<file path="config.mk">
export PLATFORM = sky130hd
export DESIGN_NAME = adc_ddr_capture
export DESIGN_NICKNAME = d
export VERILOG_FILES = /design/src/rtl/adc_capture_pkg.sv /design/src/rtl/adc_ctrl_sync.sv /design/src/rtl/adc_ddr_capture.sv
export SDC_FILE = /design/constraint.sdc
export NUM_CORES = 1
export LEC_CHECK = 0
export ABC_AREA = 1
export BUFFER_PORTS_ARGS = -buffer_cell sky130_fd_sc_hd__buf_2
export CAP_MARGIN = 20
export CORE_MARGIN = 3
export CORE_UTILIZATION = 55
export DETAILED_ROUTE_END_ITERATION = 8
export PLACE_DENSITY_LB_ADDON = 0.08
export SKIP_LAST_GASP = 1
export SLEW_MARGIN = 25
export SYNTH_ARGS = -nofsm -noshare
export SYNTH_HDL_FRONTEND = slang
export SYNTH_SLANG_ARGS = --single-unit
</file>
<file path="constraint.sdc">
create_clock -name m_axi_aclk -period 2.4 [get_ports m_axi_aclk]
set_input_delay 0.12 -clock m_axi_aclk [delete_from_list [all_inputs] [get_ports m_axi_aclk]]
set_output_delay 0.12 -clock m_axi_aclk [all_outputs]
set_load 0.05 [all_outputs]
</file>
<file path="src/rtl/adc_capture_pkg.sv">
// Shared constants and lane-extension helper for the ADC DDR capture block.
// Build with ADC_SIGN_EXTEND_EN defined to sign-extend narrow samples instead of zero-padding.
package adc_capture_pkg;

   localparam int LANE_W           = 16;
   localparam int STREAM_W         = 32;
   localparam int VALID_PIPE_DEPTH = 3;

`ifdef ADC_SIGN_EXTEND_EN
   localparam bit SIGN_EXT = 1'b1;
`else
   localparam bit SIGN_EXT = 1'b0;
`endif

   // Widens a sample of 'width' significant bits to a full lane.
   function automatic logic [LANE_W-1:0] pad_lane(input logic [LANE_W-1:0] sample, input int width);
      logic [LANE_W-1:0] lane;
      logic [3:0]        msb;
      lane = '0;
      msb  = 4'(width - 1);
      for (int i = 0; i < LANE_W; i++) begin
         if (i < width)
            lane[i] = sample[i];
         else
            lane[i] = SIGN_EXT ? sample[msb] : 1'b0;
      end
      return lane;
   endfunction

endpackage

</file>
<file path="src/rtl/adc_ctrl_sync.sv">
// Multi-bit flop-chain synchroniser for independent asynchronous level controls.
// Each bit is synchronised separately; there is no input register.
module adc_ctrl_sync #(
   parameter int WIDTH  = 2,
   parameter int STAGES = 2
) (
   input  logic             clk,
   input  logic             rst_n,
   input  logic [WIDTH-1:0] din,
   output logic [WIDTH-1:0] dout
);

   logic [STAGES-1:0][WIDTH-1:0] chain_reg;

   always_ff @(posedge clk or negedge rst_n) begin
      if (!rst_n)
         chain_reg <= '0;
      else
         chain_reg <= {chain_reg[STAGES-2:0], din};
   end

   assign dout = chain_reg[STAGES-1];

endmodule

</file>
<file path="src/rtl/adc_ddr_capture.sv">
// DDR ADC bus capture: pairs rising/falling samples and streams them as 32-bit words.
// Lane extension is zero-pad by default, sign-extend when ADC_SIGN_EXTEND_EN is defined.
module adc_ddr_capture
   import adc_capture_pkg::*;
#(
   parameter int DATA_WIDTH          = 14,
   parameter int C_M_AXI_TDATA_WIDTH = 32,
   parameter int SYNC_STAGES         = 2
) (
   input  logic                           m_axi_aclk,
   input  logic                           m_axi_aresetn,
   input  logic [DATA_WIDTH-1:0]          adc_din,
   input  logic                           data_en,
   input  logic                           ddr_reset,
   output logic                           m_axi_tvalid,
   output logic [C_M_AXI_TDATA_WIDTH-1:0] m_axi_tdata,
   input  logic                           m_axi_tready
);

   logic [1:0]                     ctrl_s;
   logic                           en_s;
   logic                           rst_s;
   logic [DATA_WIDTH-1:0]          q1;
   logic [DATA_WIDTH-1:0]          q2;
   logic [STREAM_W-1:0]            word;
   logic [C_M_AXI_TDATA_WIDTH-1:0] tdata_reg;
   logic [VALID_PIPE_DEPTH-1:0]    valid_pipe_reg;

   adc_ctrl_sync #(
      .WIDTH  (2),
      .STAGES (SYNC_STAGES)
   ) u_ctrl_sync (
      .clk   (m_axi_aclk),
      .rst_n (m_axi_aresetn),
      .din   ({data_en, ddr_reset}),
      .dout  (ctrl_s)
   );

   assign en_s  = ctrl_s[1];
   assign rst_s = ctrl_s[0];

   // Per-bit capture: the falling sample is retimed with its rising partner so both land in q together.
   for (genvar gi = 0; gi < DATA_WIDTH; gi++) begin : g_bit
      logic rise_reg;
      logic fall_reg;
      logic q1_reg;
      logic q2_reg;

      always_ff @(posedge m_axi_aclk or negedge m_axi_aresetn) begin
         if (!m_axi_aresetn) begin
            rise_reg <= 1'b0;
            q1_reg   <= 1'b0;
            q2_reg   <= 1'b0;
         end else if (rst_s) begin
            rise_reg <= 1'b0;
            q1_reg   <= 1'b0;
            q2_reg   <= 1'b0;
         end else if (en_s) begin
            rise_reg <= adc_din[gi];
            q1_reg   <= rise_reg;
            q2_reg   <= fall_reg;
         end
      end

      always_ff @(negedge m_axi_aclk or negedge m_axi_aresetn) begin
         if (!m_axi_aresetn)
            fall_reg <= 1'b0;
         else if (rst_s)
            fall_reg <= 1'b0;
         else if (en_s)
            fall_reg <= adc_din[gi];
      end

      assign q1[gi] = q1_reg;
      assign q2[gi] = q2_reg;
   end

   assign word = {pad_lane(LANE_W'(q1), DATA_WIDTH), pad_lane(LANE_W'(q2), DATA_WIDTH)};

   // No skid storage: any idle cycle flushes the word and restarts the valid fill.
   always_ff @(posedge m_axi_aclk or negedge m_axi_aresetn) begin
      if (!m_axi_aresetn) begin
         tdata_reg      <= '0;
         valid_pipe_reg <= '0;
      end else if (m_axi_tready && en_s) begin
         tdata_reg      <= word;
         valid_pipe_reg <= {en_s, valid_pipe_reg[VALID_PIPE_DEPTH-1:1]};
      end else begin
         tdata_reg      <= '0;
         valid_pipe_reg <= '0;
      end
   end

   assign m_axi_tdata  = tdata_reg;
   assign m_axi_tvalid = valid_pipe_reg[0];

endmodule

</file>
# After elaboration in Yosys (flattened, before gate mapping)
# Cells that the tools add are included.
[totals]
reg_bits = 95
latchBits = 0
mem_bits_rw = 0
mem_bits_ro = 0
input_bits = 19
out_inout_bits = 33
n_memories = 0
[op_classes]
n_addsub = 0
mul = 0
div_mod_pow = 0
magnitude_cmp = 0
n_eq_ne = 0
shifts = 0
muxes = 86
bitwise = 0
n_reduce_logical = 2
[ops]
columns = ["cell", "count"]
rows = [
  ["$mux 1", 84],
  ["$mux 30", 1],
  ["$mux 3", 1],
  ["$reduce_bool 2->1", 1],
  ["$logic_and 1x1->1", 1],
]

# Logic depth before layout (Yosys ltp)
# Gate-level depths: netlist of the first run.
[depth]
depth_word = 2
depth_mapped = 6
depth_no_buf = 3

# By module
# Synthesis of the first run repeated with hierarchy kept, for this count alone.
[hier_totals]
hier_cells = 334
hier_area_um2 = 3330.7
[by_module_without_submodules]
columns = ["mod", "instances", "cells_each", "area_per_inst_um2", "seq_area_each_um2"]
rows = [
  ["adc_ddr_capture", 1, 328, 3215.6, 2177.1],
  ["adc_ctrl_sync", 1, 6, 115.1, 100.1],
]

==> results of run 1 <==
-- power by group through the flow --
stage / Combinational (uW) / Sequential (uW) / Clock, uW
floorplan: 110 / 1660 / 0
global placement: 201 / 1640 / 0
detailed placement: 205 / 1640 / 0
CTS: 209 / 1610 / 1020
global route: 230 / 1620 / 1100
finish: 204 / 1610 / 988
-- cells in the final DEF, fill, tap and decap left out, drive strengths merged, types with 3 or more instances in the layout --
cell and n:
conb 4, buf 60, nand3 42, nand2 113
nor2 31, inv 32, dfrtp 77, dfrtn 14
dlygate4sd3 3, clkbuf 14
-- timing repair --
| item | 4_1_cts | 5_1_grt |
|---|---|---|
| hold buffers | 3 | 0 |
| hold endpoints to repair | 24 | 0 |
| gates resized for setup | 0 | 0 |
-- area by class of cell --
type	count	area (um^2)	area share [%]
clock buffer	14	153	3.95
clock inverter	2	35.0	0.907
inverter	32	120	3.11
multi-input combinational	190	773	20.0
sequential	91	2280	58.9
tap	72	90.1	2.33
timing repair buffer	63	415	10.8
-- cells by family after synthesis --
| logic type | count (synthesis) | synth area share [%] |
|---|---|---|
| buf+inv | 54 | 8.30 |
| simple gates | 186 | 22.9 |
| flops | 91 | 68.7 |
| other cells | 1 | 0.113 |
-- worst max path at each step --
stage	startpoint	to	slack, ns	cells after the start
after floorplan	u_ctrl_sync.dout[1]	g_bit[0].fall_reg	0.23	6
final	u_ctrl_sync.dout[1]	g_bit[10].fall_reg	0.15	4
after CTS	u_ctrl_sync.dout[1]	g_bit[10].fall_reg	0.14	4
after global routing	u_ctrl_sync.dout[1]	g_bit[7].fall_reg	0.08	4
after global placement	u_ctrl_sync.dout[1]	g_bit[6].fall_reg	0.20	4
after detailed placement	u_ctrl_sync.dout[1]	g_bit[10].fall_reg	0.17	4
-- critical path: cells and delay by family (launching register included) --
family        cells  cell delay, ns
flops             1            0.49
simple gates      3            0.21
buf+inv           1            0.18
-- routing by layer --
metal / part of all wire [%] / up-vias / GRT usage [%]
met5: 0 / - / 0
met4: 1.2 / 0 / 7.02
met3: 5.0 / 5 / 4.24
met2: 51 / 51 / 28.9
met1: 43 / 1076 / 22.6
li1: - / 1102 / -
-- per-stage QoR --
stage	util, %	std cells
2_1_floorplan	-	335
3_3_place_gp	64.2	445
3_5_place_dp	64.2	445
4_1_cts	68.1	464
5_1_grt	68.1	464
6_report	68.1	464
==> flow_metrics.tcl, run 1 <==
set metrics [dict create \
    status "completed" \
    hold_start "adc_din[0]" \
    p_switching_uw 644 \
    ir_worst_vdd_v 0.000431 \
    cts.sinks 91 \
    start_kind "flop" \
    cts_root_buf "clkbuf_8" \
    power.density_mw_per_mm2 726 \
    dpl_worst_slack_ns 0.168 \
    cap_violations 0 \
    synth_seq_area_share_pct 68.7 \
    fill_cells 452 \
    slew_violations 0 \
    wire_per_inst_um 12.1 \
    htreeDepth 3 \
    antenna_cells 0 \
    netlist_instances 332 \
    grt_pass1_wl_um 9890 \
    switching_share_pct 23.0 \
    post_cts_buffers 0 \
    synthTopCellsByCount "113 x nand2_1, 77 x dfrtp_1, 42 x nand3_1" \
    cts_buffer_depth 2 \
    crit_path_max_incr_delay_ns 0.49 \
    grt_max_degree 42 \
    ios 52 \
    first_global_vias 2247 \
    io_buffers 47 \
    grt_use_total_pct 17.6 \
    finalWorstSetupSlack_ns 0.150 \
    grt_overflow 0 \
    slew_headroom_pct 66.7 \
    yosys.area.top_type "dfrtp_1" \
    crit_chain "nor2_4, buf_12, nand2_1, nand2_1" \
    p_leak_uw 0.00218 \
    gp_congestion 0.742 \
    synth_edf_count 0 \
    nets 406 \
    rsz0062_at_grt "no" \
    holdPathEnd "g_bit[0].rise_reg" \
    die_h_um 83.6 \
    clockPowerShare_pct 35.2 \
    die_w_um 83.6 \
    num_vias 2234 \
    r2r_start "u_ctrl_sync.dout[1]" \
    hold_violations 0 \
    cts_buffers 9 \
    stdcell_area_mm2 0.00386 \
    coreArea_mm2 0.00568 \
    tritoncts "done" \
    syn_area_per_cell_um2 9.98 \
    setup_tns_ns 0 \
    firstDrtPassIters 4 \
    cp_max_fo 40 \
    drc 0 \
    clk_pin_slew_worst_paths_ns 0.08 \
    initial_core_util_pct 58.4 \
    power_uw 2810 \
    yosys-top-cells-area "dfrtp_1 58%, nand2_1 13%, dfrtn_1 11%, nand3_1 6.3%, inv_1 3.5%" \
    place.detailed.hpwl_um 3670 \
    drive_gt1_share_pct 18.9 \
    whs_path_depth 3 \
    synthesis.area_mm2 0.00331 \
    setup_viol 0 \
    ys_seq_elements 91 \
    rows 27 \
    place_area_mm2 0.00365 \
    synth.distinct_cells 13 \
    postSynth.asyncResetShare_pct 100 \
    syn_to_final_growth_pct 16.6 \
    p_int_uw 2160 \
    synth_top_area_share_pct 58.1 \
    power_frac_seq_pct 57.5 \
    crit_path_end_kind "flop" \
    worst_pin_slew_ns 0.500 \
    r2r_end "g_bit[10].fall_reg" \
    vias_per_cell 4.81 \
    ys_warn_count 0 \
    arrival_ns 1.23 \
    ant_nets 0 \
    largest_register_ffs 28 \
    drtIter0Drc 112 \
    die_area_mm2 0.00699 \
    totalWireLength_um 5620 \
    regToRegSetupSlack_ns 0.15 \
    ys.flop_type "dfrtp_1" \
    holdWs_ns 0.0351 \
    p_comb_share_pct 7.3 \
    r2r_cells 4 \
    path_class "flop to flop" \
    clk_latency_ns 0.34 \
    hp-class "input pin to flop" \
    crit_top_cell "nand2_1" \
    skew_ns 0.0145 \
    yosysMostFrequentCell "nand2_1" \
    slowest_stage "dfrtp_1" \
    antenna_found_initial 0 \
    required_ns 1.38 \
]
(Power assumes the default switching activity.)
==> run 2: changes to the inputs <==
--- a/config.mk
+++ b/config.mk
@@ -8,6 +8,7 @@
 export ABC_AREA = 1
 export BUFFER_PORTS_ARGS = -buffer_cell sky130_fd_sc_hd__buf_2
 export CAP_MARGIN = 20
+export CORE_ASPECT_RATIO = 0.7
 export CORE_MARGIN = 3
 export CORE_UTILIZATION = 55
 export DETAILED_ROUTE_END_ITERATION = 8
==> run 2 against run 1 <==
  * Clock power is 11% lower
  * Critical path type unchanged
  * First-iteration DRC count is 11% higher
  * Sequential share of layout area increased by 0.58 points
==> flow_metrics.tcl, run 2 (synthesis gave the netlist of run 1 again) <==
set metrics [dict create \
    status "completed" \
    die_area_mm2 0.00701 \
    drive_gt1_share_pct 19.9 \
    crit_path_max_incr_delay_ns 0.42 \
    multi_input_area_um2 773 \
    rsz0062_at_grt "no" \
    tritoncts "done" \
    htreeDepth 3 \
    syn_to_final_growth_pct 15.4 \
    cap_violations 0 \
    ir_worst_vdd_v 0.000501 \
    switching_share_pct 24.4 \
    coreArea_mm2 0.00553 \
    firstDrtPassIters 4 \
    highest_layer "met4" \
    power.density_mw_per_mm2 705 \
    first_global_vias 2081 \
    gp_congestion 0.805 \
    hold_violations 0 \
    wl_met2_um 2670 \
    slowest_stage "dfrtp_1" \
    crit_family "flip-flops" \
    cts_buffers 9 \
    nets 407 \
    totalWireLength_um 5770 \
    p_switching_uw 657 \
    layout_commonest_cell "nand2_1" \
    num_vias 2202 \
    grt_pass1_wl_um 9930 \
    place.detailed.hpwl_um 3840 \
    crit_chain "buf_4, nand3_1, nand2_1" \
    cts.sinks 91 \
    cp_max_fo 18 \
    skew_ns 0.0209 \
    post_cts_buffers 0 \
    cts_root_buf "clkbuf_8" \
    critPathBufInv 1 \
    path_class "flop to flop" \
    die_w_um 98.8 \
    antenna_cells 0 \
    p_int_uw 2040 \
    grt_max_degree 42 \
    place_area_mm2 0.00363 \
    start_kind "flop" \
    slew_violations 0 \
    ant_nets 0 \
    required_ns 1.38 \
    fin_util_pct 69.2 \
    initial_core_util_pct 59.9 \
    power_frac_seq_pct 59.8 \
    ios 52 \
    holdWs_ns 0.0355 \
    p_leak_uw 0.00217 \
    p_comb_share_pct 7.6 \
    crit_path_end_kind "flop" \
    wl_met1_um 2720 \
    grt_use_total_pct 18.4 \
    drc 0 \
    stdcell_area_mm2 0.00383 \
    cts_buffer_depth 2 \
    grt_overflow 0 \
    arrival_ns 1.20 \
    setup_viol 0 \
    antenna_found_initial 0 \
    worst_pin_slew_ns 0.511 \
    final_cell_mix "113 x nand2_1, 77 x dfrtp_1, 46 x buf_2, 42 x nand3_1, 31 x inv_1" \
    clk_latency_ns 0.35 \
    slew_headroom_pct 65.9 \
    vias_per_cell 4.75 \
    rows 22 \
    setup_tns_ns 0 \
    clk_pin_slew_worst_paths_ns 0.08 \
    clockPowerShare_pct 32.7 \
    largest_register_ffs 28 \
    hp-class "input pin to flop" \
    wl_met3_um 303 \
    area.sequential_mm2 0.00228 \
    io_buffers 47 \
    fill_cells 443 \
    die_h_um 71.0 \
    wire_per_inst_um 12.4 \
    drtIter0Drc 124 \
]
[run 2: timing repair]
action                                 4_1_cts  5_1_grt
resized for setup                            0        0
setup endpoints to repair                    0        0
hold buffers                                 3        0
endpoints found under the hold margin       25        0
[run 2: per-layer routing]
metal	global-route usage, %	vias to the layer above
li1	-	1102
met2	27.9	45
met1	24.8	1048
met3	7.19	7
met4	5.45	0
met5	0	-
[run 2: path summary, 6_finish.rpt]
kind	startpoint	end	slack [ns]	depth (start not counted)
min in group asynchronous	m_axi_aresetn	g_bit[0].rise_reg	0.28	2
max in group asynchronous	m_axi_aresetn	g_bit[13].fall_reg	0.63	2
worst max-delay path	u_ctrl_sync.dout[1]	g_bit[6].fall_reg	0.19	3
worst min-delay path	adc_din[13]	g_bit[13].rise_reg	0.04	3
worst max register to register	u_ctrl_sync.dout[1]	g_bit[6].fall_reg	0.19	3
worst min register to register	u_ctrl_sync.chain_reg[1]	u_ctrl_sync.dout[1]	0.35	0
[run 2: final cells by class]
cell class                 count  area share [%]
inverter                      32            3.14
sequential                    91            59.5
tap                           72            2.35
multi-input combinational    190            20.2
timing repair buffer          64            10.4
clock inverter                 5           0.785
clock buffer                  10            3.60
[run 2: power by group through the flow]
stage	combinational, uW	clock, uW	sequential [uW]
2_1_floorplan	110	0	1660
3_3_place_gp	199	0	1640
3_5_place_dp	203	0	1640
4_1_cts	208	908	1610
5_1_grt	229	974	1620
6_report	204	880	1610
[run 2: worst register-to-register path, delay by kind of cell, from the launching register on]
kind                   cells  cell delay, ns
buffers and inverters      1            0.22
flip-flops                 1            0.42
AND/OR/NAND/NOR            2            0.20
[run 2: metrics by stage]
stage | setup slack (ns) | total power, uW | cells
after CTS | 0.186 | 2730 | 464
after global placement | 0.265 | 1840 | 446
after detailed placement | 0.234 | 1840 | 446
after global routing | 0.108 | 2820 | 464
after floorplan | 0.232 | 1770 | 335
final | 0.185 | 2700 | 464
==> run 3: changes to the inputs <==
--- a/config.mk
+++ b/config.mk
@@ -10,11 +10,13 @@
 export CAP_MARGIN = 20
 export CORE_ASPECT_RATIO = 0.7
 export CORE_MARGIN = 3
-export CORE_UTILIZATION = 55
+export CORE_UTILIZATION = 50
 export DETAILED_ROUTE_END_ITERATION = 8
 export PLACE_DENSITY_LB_ADDON = 0.08
+export SETUP_SLACK_MARGIN = 0.05
 export SKIP_LAST_GASP = 1
 export SLEW_MARGIN = 25
 export SYNTH_ARGS = -nofsm -noshare
 export SYNTH_HDL_FRONTEND = slang
 export SYNTH_SLANG_ARGS = --single-unit
+export TNS_END_PERCENT = 1
==> run 3 against run 2 <==
  * Core utilization shrank 6.9 points
  * Sequential share of layout area shrank 1.8 points
  * Global-route usage shrank 1.8 points
  * Clock power grew 41%
  * Hold slack lost 0.0065 ns
  * First-iteration DRC count shrank 24%
  * Clock skew shrank 0.0043 ns
  * Critical path depth grew 1
  * Via count shrank 0.23%
  * Register-to-register slack is essentially flat
  * Count of clock-buffer cells in the layout is the same
  * Wire length shrank 4.5%
  * Critical endpoint is now g_bit[5].fall_reg
==> flow_metrics.tcl, run 3 (synthesis gave the netlist of run 1 again) <==
set metrics [dict create \
    r2r_start "u_ctrl_sync.dout[1]" \
    start_kind "flop" \
    wl_met3_um 218 \
    io_buffers 47 \
    status "completed" \
    r2r_end "g_bit[5].fall_reg" \
    die_area_mm2 0.00766 \
    syn_to_final_growth_pct 19.0 \
    place.detailed.hpwl_um 3600 \
    cap_violations 0 \
    tritoncts "done" \
    die_w_um 103 \
    r2r_cells 4 \
    regToRegSetupSlack_ns 0.19 \
    grt_overflow 0 \
    grt_pass1_wl_um 9690 \
    drtIter0Drc 94 \
    crit_top_cell "nand2_1" \
    first_global_vias 2116 \
    highest_layer "met4" \
    clk_latency_ns 0.35 \
    required_ns 1.38 \
    totalWireLength_um 5510 \
    largest_register_ffs 28 \
    ir_worst_vdd_v 0.000353 \
    antenna_found_initial 0 \
    coreArea_mm2 0.00634 \
    cts.sinks 91 \
    whs_path_depth 3 \
    critical_path.startpoint "u_ctrl_sync.dout[1]" \
    die_h_um 74.1 \
    hold_start "adc_din[13]" \
    crit_path_max_incr_delay_ns 0.46 \
    power.density_mw_per_mm2 773 \
    gp_congestion 0.772 \
    initial_core_util_pct 52.3 \
    wire_per_inst_um 11.4 \
    setup_tns_ns 0 \
    slew_violations 0 \
    fill_cells 542 \
    firstDrtPassIters 4 \
    num_vias 2197 \
    ctsResizeCount 0 \
    layout_commonest_cell "nand2_1" \
    clk_pin_slew_worst_paths_ns 0.08 \
    drc 0 \
    finalWorstSetupSlack_ns 0.188 \
    wl_met2_um 2650 \
    nets 407 \
    grt_max_degree 45 \
    dpl_worst_slack_ns 0.214 \
    final_cell_mix "113 x nand2_1, 77 x dfrtp_1, 46 x buf_2, 42 x nand3_1, 31 x inv_1" \
    path_class "flop to flop" \
    crit_chain "nor2_4, buf_12, nand2_1, nand2_1" \
    slowest_stage "dfrtp_1" \
    rsz0062_at_grt "no" \
    setup_viol 0 \
    ant_nets 0 \
    grt_use_total_pct 16.6 \
    cts_root_buf "clkbuf_8" \
    crit_path_end_kind "flop" \
    rows 24 \
    hp-class "input pin to flop" \
    vias_per_cell 4.54 \
    skew_ns 0.0167 \
    htreeDepth 3 \
    arrival_ns 1.20 \
    crit_family "flip-flops" \
    cts_buffers 9 \
    ios 52 \
    holdPathEnd "g_bit[13].rise_reg" \
    hold_violations 0 \
    cp_max_fo 44 \
    drive_gt1_share_pct 20.1 \
    antenna_cells 0 \
    p_leak_uw 0.00220 \
    critPathBufInv 1 \
    wl_met1_um 2620 \
    cts_buffer_depth 2 \
]
## run 3: cell types whose count changed in the layout (fill, tap and decap cells not counted), sizes merged
cell / change
bufinv: +3
clkinv: -3
clkinvlp: +1
## run 3: worst reg2reg max path, cell delays in order (launching register included)
cell and delay, ns:
dfrtp_1 0.46, nor2_4 0.07, buf_12 0.18, nand2_1 0.09, nand2_1 0.05
## run 3: cell type report
cell class,count,area (um^2),area share (%)
well taps,91,114,2.89
inverters,32,120,3.04
clock inverters,6,113,2.85
clock buffers,10,138,3.49
repair buffers,64,410,10.4
multi-input cells,190,773,19.6
flip-flops and latches,91,2280,57.7
## run 3: worst max-delay path by stage
| stage | to | depth (start not counted) | slack, ns |
|---|---|---|---|
| floorplan | g_bit[0].fall_reg | 6 | 0.23 |
| global route | g_bit[10].fall_reg | 4 | 0.11 |
| finish | g_bit[5].fall_reg | 4 | 0.19 |
| global placement | g_bit[7].fall_reg | 4 | 0.25 |
| detailed placement | g_bit[12].fall_reg | 3 | 0.21 |
| CTS | g_bit[10].fall_reg | 4 | 0.18 |
## run 3: stage by stage
stage	instance area (um^2)	hold WS (ns)	cells	utilization, %	total power, uW
2_1_floorplan	3330	-0.176	335	-	1770
3_3_place_gp	3660	0.0696	465	57.8	1840
3_5_place_dp	3660	0.0692	465	57.8	1850
4_1_cts	3950	0.0111	484	62.3	3090
5_1_grt	3950	0.0355	484	62.3	3180
6_report	3950	0.0289	484	62.3	3050
## run 3: repair_timing
item                                   CTS  global route
buffers inserted                         0             0
endpoints found under the hold margin   18             0
hold buffers                             3             0
## run 3: layer usage
metal	vias up	GRT usage (%)
met5	-	0
met4	0	5.46
met3	2	5.34
met2	46	25.9
met1	1039	22.3
li1	1110	-
## run 3: report_power, final
| group | internal [uW] | switching (uW) | leakage (uW) | total, uW |
|---|---|---|---|---|
| Sequential | 1590 | 26.9 | 0.00123 | 1610 |
| Combinational | 63.5 | 139 | 0.000853 | 203 |
| Clock | 719 | 516 | 0.000115 | 1240 |
